`src/rtl/pcie_lane_striper.sv`:
```
// Byte-to-lane striper: packs a MAC byte stream into W-lane words, PAD-closes partial words on flush.
// Optional SKP insertion every SKP_INTERVAL data words is compiled in with `define PCIE_STRIPER_SKP_EN.
module pcie_lane_striper #(
    parameter int NUM_LANES    = 4,
    parameter int SKP_INTERVAL = 1180
) (
    input  logic                   clk_i,
    input  logic                   rst_ni,
    input  logic [4:0]             link_width_i,
    input  logic [7:0]             mac_data_frame_i,
    input  logic                   mac_data_frame_valid_i,
    output logic                   mac_data_frame_ready_o,
    input  logic                   flush_i,
    output logic [NUM_LANES*8-1:0] lane_data_o,
    output logic [NUM_LANES-1:0]   lane_k_o,
    output logic                   lane_valid_o,
    input  logic                   lane_ready_i
);
    localparam logic [7:0] PAD_SYM = 8'hF7;
    localparam logic [7:0] SKP_SYM = 8'h1C;

    if (!(NUM_LANES inside {1, 2, 4, 8, 16}) || SKP_INTERVAL < 2 || SKP_INTERVAL > 4095) begin : g_bad_param
        $error("pcie_lane_striper: illegal NUM_LANES or SKP_INTERVAL");
    end

    typedef enum logic [1:0] {IDLE, FILL, SKP} state_t;

    state_t                    state, state_next;
    logic [4:0]                width_q;
    logic [4:0]                lane_idx;
    logic                      flush_q;
    logic [NUM_LANES-1:0][7:0] asm_data;
    logic [NUM_LANES-1:0][7:0] word_data;
    logic [NUM_LANES-1:0]      word_k;
    logic                      idx_end, can_load, pad_req, byte_acc, word_done;
    logic                      skp_hold, skp_load, skp_done;

    function automatic logic legal_width(input logic [4:0] w);
        return (w == 5'd1 || w == 5'd2 || w == 5'd4 || w == 5'd8 || w == 5'd16) &&
               (int'(w) <= NUM_LANES);
    endfunction

    assign idx_end  = (lane_idx == width_q - 5'd1);
    assign can_load = !lane_valid_o || lane_ready_i;
    // A flush seen while the output is blocked is remembered in flush_q until the word can load.
    assign pad_req  = (state == FILL) && (flush_i || flush_q) && (lane_idx != 5'd0);

    assign mac_data_frame_ready_o = (state == FILL) && !skp_hold && !flush_q &&
                                    !((idx_end || pad_req) && !can_load);
    assign byte_acc  = mac_data_frame_valid_i && mac_data_frame_ready_o;
    assign word_done = (byte_acc && idx_end) || (pad_req && can_load);

`ifdef PCIE_STRIPER_SKP_EN
    logic [11:0] skp_cnt;
    logic        skp_pending;
    logic        out_skp;

    assign skp_hold = skp_pending && (lane_idx == 5'd0);
    assign skp_load = (state == SKP) && !(lane_valid_o && out_skp) && can_load;
    assign skp_done = (state == SKP) && lane_valid_o && out_skp && lane_ready_i;

    always_ff @(posedge clk_i or negedge rst_ni) begin
        if (!rst_ni) begin
            skp_cnt     <= '0;
            skp_pending <= 1'b0;
            out_skp     <= 1'b0;
        end else begin
            if (skp_done) begin
                skp_cnt     <= '0;
                skp_pending <= 1'b0;
            end else if (lane_valid_o && lane_ready_i && !out_skp && !skp_pending) begin
                skp_cnt <= skp_cnt + 12'd1;
                if (skp_cnt + 12'd1 == 12'(SKP_INTERVAL)) skp_pending <= 1'b1;
            end
            if (word_done)                        out_skp <= 1'b0;
            else if (skp_load)                    out_skp <= 1'b1;
            else if (lane_valid_o && lane_ready_i) out_skp <= 1'b0;
        end
    end
`else
    assign skp_hold = 1'b0;
    assign skp_load = 1'b0;
    assign skp_done = 1'b0;
`endif

    // NOTE: every variable written in an always_comb gets a default first, so no latch is inferred.
    always_comb begin
        word_data = '0;
        word_k    = '0;
        for (int n = 0; n < NUM_LANES; n++) begin
            if (n < int'(lane_idx)) begin
                word_data[n] = asm_data[n];
            end else if (n == int'(lane_idx) && byte_acc) begin
                word_data[n] = mac_data_frame_i;
            end else if (n < int'(width_q)) begin
                word_data[n] = PAD_SYM;
                word_k[n]    = 1'b1;
            end
        end
    end

    always_comb begin
        state_next = state;
        unique case (state)
            IDLE:    if (legal_width(link_width_i)) state_next = FILL;
            FILL:    if (skp_hold) state_next = SKP;
            SKP:     if (skp_done) state_next = FILL;
            default: state_next = IDLE;
        endcase
    end

    // NOTE: the assembly buffer has no reset; lane_idx alone decides which entries are live.
    always_ff @(posedge clk_i) begin
        for (int n = 0; n < NUM_LANES; n++) begin
            if (byte_acc && n == int'(lane_idx)) asm_data[n] <= mac_data_frame_i;
        end
    end

    always_ff @(posedge clk_i or negedge rst_ni) begin
        if (!rst_ni) begin
            state        <= IDLE;
            width_q      <= '0;
            lane_idx     <= '0;
            flush_q      <= 1'b0;
            lane_valid_o <= 1'b0;
            lane_data_o  <= '0;
            lane_k_o     <= '0;
        end else begin
            state <= state_next;
            if (state == IDLE) width_q <= link_width_i;

            if (word_done)     lane_idx <= '0;
            else if (byte_acc) lane_idx <= lane_idx + 5'd1;
            flush_q <= pad_req && !word_done;

            if (word_done) begin
                lane_data_o  <= word_data;
                lane_k_o     <= word_k;
                lane_valid_o <= 1'b1;
            end else if (skp_load) begin
                for (int n = 0; n < NUM_LANES; n++) begin
                    lane_data_o[8*n +: 8] <= (n < int'(width_q)) ? SKP_SYM : 8'h00;
                    lane_k_o[n]           <= (n < int'(width_q));
                end
                lane_valid_o <= 1'b1;
            end else if (lane_ready_i) begin
                lane_valid_o <= 1'b0;
            end
        end
    end
endmodule

```
`config.mk`:
```
export PLATFORM = sky130hd
export DESIGN_NAME = pcie_lane_striper
export DESIGN_NICKNAME = d
export VERILOG_FILES = /design/src/rtl/pcie_lane_striper.sv
export SDC_FILE = /design/constraint.sdc
export NUM_CORES = 1
export LEC_CHECK = 0
export CAP_MARGIN = 10
export CORE_UTILIZATION = 29
export DETAILED_ROUTE_END_ITERATION = 16
export PLACE_DENSITY = 0.52
export SYNTH_ARGS = -nofsm -noshare
export SYNTH_HDL_FRONTEND = slang
export SYNTH_SLANG_ARGS = --single-unit
```
`constraint.sdc`:
```
create_clock -name clk_i -period 3.4 [get_ports clk_i]
set_clock_uncertainty 0.15 [all_clocks]
set_input_delay 0.34 -clock clk_i [delete_from_list [all_inputs] [get_ports clk_i]]
set_output_delay 0.34 -clock clk_i [all_outputs]
set_load 0.01 [all_outputs]
```
After elaboration in Yosys (flattened, before gate mapping)

Index checks and enable logic that the tools add are counted.

Latch bits: 0
Register bits: 82
Input port bits: 18
ROM bits: 0
RAM bits: 0
Output and inout bits: 38
Memories kept: 0
Logic and storage cells: 99

Add/sub/neg operators: 2
Equality and inequality tests: 12
Shifts and indexed selects: 0
Magnitude comparators: 9
Divide/modulo/power cells: 0
Multipliers: 0
Bitwise gates (word level): 1
Mux-type cells: 30
Reduce and logical (&&, ||, !) cells: 34

Operator list:

| operator                                                       | number |
|---|---|
| two-way mux 8 bit                                              | 12 |
| less-than comparator 1 x 5 -> 1 bit, first input constant      | 4 |
| less-than comparator 2 x 5 -> 1 bit, first input constant      | 4 |
| logical AND 1 bit                                              | 14 |
| two-way mux 1 bit                                              | 14 |
| == test 3 x 5 -> 1 bit, first input constant                   | 2 |
| two-way mux 5 bit                                              | 2 |
| logical OR 1 bit                                               | 8 |
| adder 5 x 1 -> 5 bit, second input constant                    | 1 |
| == test 2 x 5 -> 1 bit, first input constant                   | 1 |
| == test 5 x 1 -> 1 bit, second input constant                  | 1 |
| == test 5 x 2 -> 1 bit, second input constant                  | 1 |
| == test 5 x 3 -> 1 bit, second input constant                  | 1 |
| == test 5 x 4 -> 1 bit, second input constant                  | 1 |
| == test 5 bit                                                  | 1 |
| == test 5 bit, second input constant                           | 1 |
| less-or-equal comparator 5 x 3 -> 1 bit, second input constant | 1 |
| zero test 1 bit                                                | 5 |
| zero test 5 bit                                                | 1 |
| nonzero test 5 bit                                             | 1 |
| subtractor 5 x 1 -> 5 bit, second input constant               | 1 |
| one-hot mux 2 bit (2 select lines)                             | 1 |
| nonzero test 2 bit                                             | 2 |
| == test 2 x 1 -> 1 bit, second input constant                  | 1 |
| 7 further kinds                                                | 7 |

Logic depth before layout (Yosys ltp)

Depth after elaboration: 12
Depth in mapped cells: 10
Mapped depth without buffers: 9

Worst setup path before layout

Ideal clock, no wire load.

Kind: reg2reg
Start: register lane_idx[0]
End: register asm_data[10] (netlist bit), enable pin
Data required time: 2.867 ns
Setup slack: 0.200 ns
Cell stages (with the launch flop): 10
Setup time: 0.383 ns
Clock period less this slack: 3.200 ns
Arrival time: 2.666 ns
Buffers on the path: 2
Path through: dfrtp_1 inv_1 ha_1 or4b_4 a21oi_4 nand4_4 and3_1 buf_6 clkbuf_1 nor3_1

Word-level cells in the longest chain between the ends: 8
Elaborated cells between the ends (all ways): 10
Those cells by class: 2 x eq/ne; 8 x reduce/logical

RTL lines:

| what                     | line | source |
|---|---|---|
| start: declaration       | 30   | `logic [4:0] lane_idx;` |
| start signal: assignment | 133  | `else if (byte_acc) lane_idx <= lane_idx + 5'd1;` |
| nonzero test 5 bit       | 46   | `assign pad_req = (state == FILL) && (flush_i \|\| flush_q) && (lane_idx != 5'd0);` |
| logical AND 1 bit        | 46   |  |
| logical OR 1 bit         | 49   | `!((idx_end \|\| pad_req) && !can_load);` |
| logical AND 1 bit        | 49   |  |
| zero test 1 bit          | 49   |  |
| logical AND 1 bit        | 48   | `assign mac_data_frame_ready_o = (state == FILL) && !skp_hold && !flush_q &&` |
| logical AND 1 bit        | 50   | `assign byte_acc = mac_data_frame_valid_i && mac_data_frame_ready_o;` |
| logical AND 1 bit *      | 115  | `if (byte_acc && n == int'(lane_idx)) asm_data[n] <= mac_data_frame_i;` |
| end: declaration         | 32   | `logic [NUM_LANES-1:0][7:0] asm_data;` |

Mark *: on every way between the ends. The rest lies on a longest branch, timed or not.
A chain may end at the register's enable or synchronous reset.

Worst setup path after layout

Start: register width_q[0]
End: output mac_data_frame_ready_o

Word-level cells in the longest chain between the ends: 6

RTL lines:

| what                      | line | source |
|---|---|---|
| start: declaration        | 29   | `logic [4:0] width_q;` |
| start signal: assignment  | 130  | `if (state == IDLE) width_q <= link_width_i;` |
| subtractor 5 x 1 -> 5 bit | 43   | `assign idx_end = (lane_idx == width_q - 5'd1);` |
| == test 5 bit             | 43   |  |
| logical OR 1 bit          | 49   |  |
| logical AND 1 bit         | 49   |  |
| zero test 1 bit           | 49   |  |
| logical AND 1 bit         | 48   |  |
| end: declaration          | 12   | `output logic mac_data_frame_ready_o,` |

No other way between the ends.

==> reports/qor.yml <==
endpoint_kind: "output port"
drt_wl_total_um: 9860
seq_area_frac_synth_pct: 57.0
crit_path_top_delay_cell: "clkdlybuf4s50_1"
grtUsageTotal_pct: 16.0
synthFlopType: "dfrtp_1"
syn_to_final_growth_pct: 29.7
diodes: 0
coreArea_um2: 12800
cellInternalPower_uw: 2960
grt_use_met1_pct: 22.6
placed_cell_area_um2: 4670
status: "completed"
whs_ps: 335
cts.reportedPaths.clkPinSlew_ps: 60
max-slew-margin-rel_pct: 21.5
insertion_delay_ps: 340
grt_start_max_net_pins: 34
switchingPower_uw: 1740
p_comb_share_pct: 45.9
io_buffers: 55
dieArea_um2: 13700
grt_pass1_wl_um: 16000
clkPwrFrac_pct: 20.7
hp-class: "reg2reg"
cts_root_buf: "clkbuf_16"
clock_sinks: 81
seq_power_share_pct: 33.4
reg2reg_depth: 9
gr-total-overflow: 0
drv_cap: 0
grt_pass1_vias: 2949
cts_max_level: 3
min_to: "lane_k_o[0]$_DFFE_PN0P_"
yosys-top-cells-area: "dfrtp_1 (32%), edfxtp_1 (25%), nand2_1 (3.3%), o21ai_0 (2.7%), and2_1 (2.3%)"
fillCellCount: 1240
max_clock_freq_mhz: 319
first_iter_violations: 169
power_density_nw_per_um2: 945
hp-start: "lane_k_o[0]$_DFFE_PN0P_"
final_max_slew_viol_count: 0
synth_cell_types: 52
grt_setup_unrepaired: "no"
r2r_slack_ps: 380
cts_buffers: 9
drcViolationCount: 0
post-cts-setup-buffer-count: 0
r2r-start: "lane_idx[0]$_DFFE_PN0P_"
wl_per_cell_um: 16.9
first_pass_iters: 4
setup_violations: 0
syn_avg_cell_area_um2: 11.3
die_x_um: 117
drive_above_1_share_pct: 11.2
max-vdd-ir-drop_v: 0.000409
cp_cell_sequence: "inv_1 -> ha_1 -> nor4bb_1 -> o211ai_1 -> nor2_2 -> nand2_1 -> a21oi_1 -> nor3_1 -> clkdlybuf4s50_1"
rows: 41
die_h_um: 117
initial_core_util_pct: 30.0
ant_nets: 0
synthTopCellsByCount: "dfrtp_1 (49), nand2_1 (34), edfxtp_1 (32)"
max-clock-path-buffers: 2
synthCells: 340
synthesis.area_um2: 3830
tns_ps: 0
synth_top_area_share_pct: 32.0
path_max_fanout: 7
worstPathRequired_ps: 2910
path_delay_family: "simple AND/OR/NAND/NOR gates"
syn-num-nets: 364
grtUsageMet3_pct: 3.04
period_minus_slack_ps: 3140
finish.instance_area_um2: 4970
hold_violations: 0
leakagePower_uw: 0.00194
yosys.area.top_type: "dfrtp_1"
async_reset_ff_share_pct: 60.5
path_buf_inv: 2
ys_seq_elements: 81
yosys_warnings: 0
met2_usage_pct: 24.3
crit_path_max_incr_delay_ps: 470
synth-edff-count: 32
dp_hpwl_um: 6820
top_usage_layer: "met2"
antenna_found_initial: 0
register_area_um2: 2190
synth_most_common_cell: "dfrtp_1"
hold_depth: 2
io_pins: 56
fin_nets: 431
multiInputGateArea_um2: 1520
criticalPathCategory: "reg2out"
period_share_pct: 92.3
gp_congestion: 0.785
cp_data_arrival_time_ps: 2650
regToRegEndpoint: "asm_data[10]$_DFFE_PP_"
viasPerCell: 4.89
tightestPinTransition_ps: 1170
cp-start-kind: "flip-flop"
vias: 2851
cts_tree: "yes"
switching_share_pct: 37.1
==> worst max-delay path by stage <==
stage,start,endpoint,slack (ps),cells after the start
CTS,width_q[0]$_DFFE_PN0N_,mac_data_frame_ready_o,180,9
global route,width_q[0]$_DFFE_PN0N_,mac_data_frame_ready_o,70,9
floorplan,lane_idx[0]$_DFFE_PN0P_,asm_data[10]$_DFFE_PP_,200,9
finish,width_q[0]$_DFFE_PN0N_,mac_data_frame_ready_o,260,9
global placement,lane_idx[0]$_DFFE_PN0P_,asm_data[12]$_DFFE_PP_,390,9
detailed placement,lane_idx[1]$_DFFE_PN0P_,asm_data[14]$_DFFE_PP_,390,9
==> power groups by stage <==
| stage | Combinational (uW) | Clock [uW] | Sequential (uW) |
|---|---|---|---|
| 2_1_floorplan | 1180 | 0 | 1640 |
| 3_3_place_gp | 2170 | 0 | 1590 |
| 3_5_place_dp | 2170 | 0 | 1590 |
| 4_1_cts | 2180 | 992 | 1580 |
| 5_1_grt | 2410 | 1030 | 1620 |
| 6_report | 2160 | 972 | 1570 |
==> cell usage in the layout, fill, tap and decap left out, drive strengths merged, types with 8 or more instances in the layout <==
cell / count
inv: 16
clkbuf: 10
a21oi: 12
edfxtp: 32
and2: 14
mux2i: 8
nand3: 14
nand2: 34
dfrtp: 49
buf: 17
nor2: 21
clkdlybuf4s50: 54
o21ai: 23
==> worst register-to-register path, cell delays in order (launching register included) <==
cell and delay [ps]:
dfrtp_1 450, inv_1 180, ha_1 180, or4b_4 510, a21oi_4 250, o21ai_1 160
and3_1 280, buf_4 230, nor3_1 150, buf_4 210
==> cell families (layout without fill, tap and decap cells) <==
kind of cell | Yosys count | in the layout | synth area share [%]
multiplexers | 13 | 13 | 3.56
AND/OR/NAND/NOR | 116 | 116 | 15.7
AO/OA/AOI/OAI | 85 | 85 | 16.4
adder cells (fa/ha/maj) | 6 | 6 | 1.96
XOR/XNOR | 8 | 8 | 1.83
flip-flops | 81 | 81 | 57.0
buffers and inverters | 31 | 102 | 3.49
==> layout make-up <==
class	count	share of cell area, %
Clock buffer	10	4.81
Clock inverter	5	1.11
Inverter	15	1.13
Multi-Input combinational cell	228	30.6
Sequential cell	81	44.0
Tap cell	172	4.33
Timing Repair Buffer	72	14.1
==> through the flow <==
stage               utilization (%)  instances  total power, uW  setup slack [ps]
floorplan                         -        340             2810               200
global placement               36.5        567             3760               391
detailed placement             36.5        567             3770               391
CTS                            38.9        583             4750               179
global route                   38.9        583             5060              67.1
finish                         38.9        583             4700               260
==> metal layers <==
metal	share of wire (%)	vias to the layer above	wire, um
li1	-	1378	-
met4	1.8	0	181
met3	3.0	11	298
met1	51	1395	5020
met5	0	-	0
met2	44	67	4360
==> state kept, by name, summed over array words and instances, names as in the netlist <==
signal        cells
lane_k_o          4
lane_valid_o      1
lane_idx          5
width_q           5
lane_data_o      32
asm_data         32
state             1
flush_q           1
==> timing repair <==
item	in CTS	in global routing
gates resized for setup	0	1
setup endpoints to repair	0	1
hold buffers	1	0
endpoints found under the hold margin	32	0
Power figures use the tool's default switching activity.
